**config.mk**
```make
export PLATFORM = sky130hd
export DESIGN_NAME = color_palette_lut
export DESIGN_NICKNAME = d
export VERILOG_FILES = /design/src/rtl/color_palette_lut.sv
export SDC_FILE = /design/constraint.sdc
export NUM_CORES = 1
export LEC_CHECK = 0
export BUFFER_PORTS_ARGS = -buffer_cell sky130_fd_sc_hd__buf_2
export CORE_MARGIN = 2
export CORE_UTILIZATION = 55
export CTS_CLUSTER_DIAMETER = 200
export DETAILED_ROUTE_END_ITERATION = 10
export PLACE_DENSITY = 0.73
export SYNTH_ARGS = -nofsm -noshare
export SYNTH_HDL_FRONTEND = slang
export SYNTH_SLANG_ARGS = --single-unit
```
**constraint.sdc**
```tcl
create_clock -name clk -period 4.05 [get_ports clk]
set_input_delay 0.2025 -clock clk [delete_from_list [all_inputs] [get_ports clk]]
set_output_delay 0.2025 -clock clk [all_outputs]
set_load 0.02 [all_outputs]
```
**src/rtl/color_palette_lut.sv**
```systemverilog
// color_palette_lut: self-filling palette RAM with one read port, one write port and optional output register.
module color_palette_lut #(
  parameter int ADDR_WIDTH = 4,
  parameter int DATA_WIDTH = 24,
  parameter bit OUTPUT_REG = 0,
  parameter bit FILL_MODE = 0,
  parameter logic [47:0] FILL_VALUE = 48'hFFFFFF
) (
  input  logic                  clk,
  input  logic                  rst,
  input  logic                  reinit,
  input  logic                  wr_en,
  input  logic [ADDR_WIDTH-1:0] wr_addr,
  input  logic [DATA_WIDTH-1:0] wr_data,
  input  logic                  rd_en,
  input  logic [ADDR_WIDTH-1:0] rd_addr,
  output logic [DATA_WIDTH-1:0] rd_data,
  output logic                  rd_valid,
  output logic                  init_done
);
  typedef enum logic {FILL, RUN} state_t;
  localparam logic [ADDR_WIDTH-1:0] LAST = '1;
  state_t state, state_nx;
  logic [ADDR_WIDTH-1:0] cnt, cnt_nx;
  logic [DATA_WIDTH-1:0] mem [2**ADDR_WIDTH];
  logic [DATA_WIDTH-1:0] fill_word;
  logic rd_go;
  always_ff @(posedge clk or posedge rst)
    if (rst) begin
      state <= FILL;
      cnt <= '0;
    end else begin
      state <= state_nx;
      cnt <= cnt_nx;
    end
  always_comb begin
    state_nx = (state == FILL) ? ((!reinit && cnt == LAST) ? RUN : FILL) : (reinit ? FILL : RUN);
    cnt_nx = (state == FILL && !reinit && cnt != LAST) ? cnt + 1'b1 : '0;
  end
  assign init_done = state == RUN;
  assign rd_go = rd_en && state == RUN;
  assign fill_word = FILL_MODE ? DATA_WIDTH'(cnt) : DATA_WIDTH'(FILL_VALUE);
  // No reset on the array: the fill sequence alone defines its contents.
  always_ff @(posedge clk)
    if (state == FILL) mem[cnt] <= fill_word;
    else if (wr_en) mem[wr_addr] <= wr_data;
  generate
    if (OUTPUT_REG) begin : g_reg
      logic [DATA_WIDTH-1:0] d1;
      logic v1;
      always_ff @(posedge clk or posedge rst)
        if (rst) begin
          d1 <= '0;
          v1 <= 1'b0;
          rd_data <= '0;
          rd_valid <= 1'b0;
        end else begin
          v1 <= rd_go;
          if (rd_go) d1 <= mem[rd_addr];
          rd_valid <= v1;
          if (v1) rd_data <= d1;
        end
    end else begin : g_comb
      always_ff @(posedge clk or posedge rst)
        if (rst) begin
          rd_data <= '0;
          rd_valid <= 1'b0;
        end else begin
          rd_valid <= rd_go;
          if (rd_go) rd_data <= mem[rd_addr];
        end
    end
  endgenerate
endmodule

```
==> flow_summary.toml <==
[pwr]
total_switching_power_w = 0.00186
ratio_of_total_power_to_cell_area_mw_per_mm2 = 496
power.share.combinational = 0.046
power.sequential.fraction = 0.517
power_leakage_nw = 6.63
clock_share_of_power = 0.438
switching_share = 0.204
vdd_drop_max_uv = 348
p_int_w = 0.00725

[detailed_routing]
postRouteWirelength_mm = 34.4
drcViolationCount = 0
antenna_left = 0
route.vias.total = 8632
routedWlPerCell_um = 23.7
avgViaCountPerCell = 5.95
starting_drt_drc_count = 970
dr.pass1.iters = 5

[critical_path]
setup.worst_path.end_class = "flop"
worst-endpoint-arrival_ns = 3.23
critical_path.n_buffers_inverters = 0
critical-path-max-stage-delay_ns = 0.82
critPathTopFamily = "simple AND/OR/NAND/NOR gates"
timing_worst_setup_path_type = "reg2reg"
timing.critical_path.fanout_max = 26
worst_setup_path_start_kind = "flop"
cpMaxStageDelayCell = "nor2_4"
critPathRequiredTime_ns = 4.20
worstPathCellList = "nand2_1, nor3b_1, a31oi_1, nor2_4"

[sta]
relSlewSlack = 0.192
fin_crit_sh = 0.761
number_of_pins_exceeding_their_max_slew_limit_in_the_final_report = 0
fin_skew_ns = 0.0240
timing.final.setup_violations = 0
finalHoldViolations = 0
rsz_0062_raised_after_global_routing = "no"
finalWorstPathRequiredPeriod_ns = 3.08
fin_setup_tns_ns = 0
highest_clock_frequency_the_design_can_meet_mhz = 324
fin_hold_ws_ns = 0.150
tightest_slew_ns = 1.21

[global_routing]
global_route.overflow_total = 0
groute.usage.overall = 0.228
grt_pass1_vias = 8849
antenna_found_initial = 0
first_pass_grt_wire_length_mm = 52.5
pin_count_of_the_biggest_net_entering_global_routing = 65

[run_status]
run_status = "finished, final reports clean"

[synth]
synth.lib_cells_used.distinct = 33
yosys_warns = 0
netlist_area_before_placement_mm2 = 0.0163
ys_seq_area_frac = 0.753
ys_ff_latch = 414
postSynthCellCount = 960
synthDominantCellAreaShare = 0.707
syn_area_per_cell_um2 = 17.0
synth.net_count = 998
synth.top_cells.by_area = "edfxtp_1, mux2i_1, dfrtp_1"
synth_area_leader_cell = "edfxtp_1"

[cells_and_area]
final_nets = 1064
fillerInstances = 2067
layout-drive-gt1-share = 0.172
antenna_cells_inserted = 0
postLayoutCellArea_mm2 = 0.0184
post_synthesis_to_final_layout_area_growth_pct = 12.8

[cts]
cts.repair_timing.setup_buffer_count = 0
clock-sinks = 414
tritoncts = "done"
cts_inserted_buffers = 42
cts_buffer_depth = 3
cts.htree.levels = 2
clock-root-buffer = "clkbuf_16"
cts.reportedPaths.clkPinSlew_ns = 0.06
clock_latency_ns = 0.55

[floorplanning]
die_outline_area_mm2 = 0.0310
start_util = 0.554
floorplan.rows = 63
die_width_um = 176
fp.dieH_um = 176
core_area_mm2 = 0.0294
pin_count = 63

[job]
number_of_maximum_capacitance_constraint_violations = 0

[placement]
place.port_buffers = 62
placed_area_mm2 = 0.0169
hpwl_mm = 19.3
rd_place_congestion = 0.754

[hold_path]
worst_hold_path_type = "in2reg"
## synth_stat cells
cell / instances
buf_8: 2
nand2_1: 75
clkbuf_4: 1
a41oi_1: 1
and3_1: 1
a31oi_1: 6
nor2_1: 25
nor3b_1: 3
edfxtp_1: 384
xnor2_1: 1
buf_1: 1
or2_2: 24
nand3_1: 49
buf_12: 7
nor2b_1: 4
buf_6: 7
ha_1: 1
nand2_2: 1
nand2b_1: 1
nand4_1: 24
a32oi_1: 1
inv_1: 5
and2_1: 1
clkbuf_1: 14
buf_2: 16
a21oi_1: 1
xor2_1: 1
buf_4: 6
a22oi_1: 72
dfrtp_1: 30
mux2i_1: 192
nor3_1: 2
nor2_2: 1
## sequential cells by signal, summed over array words and instances, names as in the netlist
signal,cells
rd_data,24
cnt,4
init_done,1
mem,384
rd_valid,1
## kinds of logic (layout without fill, tap and decap cells)
kind of cell,Yosys count,after routing,synth area share
AOI/OAI and AO/OA,81,81,0.0368
DFF,414,414,0.753
xor gates and xnor gates,2,2,0.00107
and+or+nand+nor,211,211,0.0619
muxes,192,192,0.118
buffers and inverters,59,159,0.0280
adders and majority gates,1,1,0.000767
## per-layer routing
| metal | GRT usage | vias up | wire length, µm |
|---|---|---|---|
| li1 | - | 3866 | - |
| met1 | 0.306 | 4404 | 14200 |
| met2 | 0.386 | 300 | 17300 |
| met3 | 0.0347 | 62 | 2030 |
| met4 | 0.0727 | 0 | 871 |
| met5 | 0 | - | 0 |
## cells in the final DEF, fill, tap and decap left out, drive strengths merged, types with 2 or more instances in the layout
cell	synthesis	layout
a22oi	72	72
a31oi	6	6
buf	39	74
bufinv	0	7
clkbuf	15	55
clkinv	0	15
dfrtp	30	30
dlygate4sd3	0	2
edfxtp	384	384
inv	5	6
mux2i	192	192
nand2	76	76
nand3	49	49
nand4	24	24
nor2	26	26
nor2b	4	4
nor3	2	2
nor3b	3	3
or2	24	24
## area by class of cell
cell class | count | area, µm² | share of cell area
inverter | 5 | 18.8 | 0.00102
sequential | 414 | 12300 | 0.668
clock buffer | 55 | 1140 | 0.0620
clock inverter | 23 | 300 | 0.0163
timing repair buffer | 76 | 455 | 0.0248
tap | 390 | 488 | 0.0265
multi-input combinational | 487 | 3710 | 0.202
## repair_timing
action | CTS | global route
hold buffers | 2 | 0
endpoints found under the hold margin | 31 | 0
gates resized for setup | 0 | 0
## metrics by stage
step | total power, W | setup WS [ns] | cells | util
floorplan | 0.00508 | 1.42 | 960 | -
global placement | 0.00520 | 1.10 | 1370 | 0.576
detailed placement | 0.00521 | 0.973 | 1370 | 0.576
CTS | 0.00915 | 0.961 | 1450 | 0.625
global route | 0.00938 | 0.678 | 1450 | 0.625
finish | 0.00911 | 0.968 | 1450 | 0.625
## final timing paths
kind / startpoint / to / slack, ns / cells after the start
max in group asynchronous: rst / cnt[0] / 3.30 / 4
min reg2reg: rd_data[13] / rd_data[13] / 0.47 / 2
max: init_done / mem[5][11] / 0.97 / 4
min: wr_data[3] / mem[10][3] / 0.15 / 2
max reg2reg: init_done / mem[5][11] / 0.97 / 4
min in group asynchronous: rst / rd_data[23] / 0.35 / 4
## power by group through the flow
stage / combinational [W] / sequential, W / clock (W)
2_1_floorplan: 0.000257 / 0.00482 / 0
3_3_place_gp: 0.000408 / 0.00480 / 0
3_5_place_dp: 0.000412 / 0.00480 / 0
4_1_cts: 0.000415 / 0.00471 / 0.00402
5_1_grt: 0.000445 / 0.00471 / 0.00422
6_report: 0.000415 / 0.00471 / 0.00399
## worst register-to-register path: cells and delay by family (launching register included)
family / cells / cell delay [ns]
AOI/OAI and AO/OA: 1 / 0.23
DFF: 1 / 0.57
and+or+nand+nor: 3 / 1.90
No activity file was read; power rests on OpenSTA's default activity.
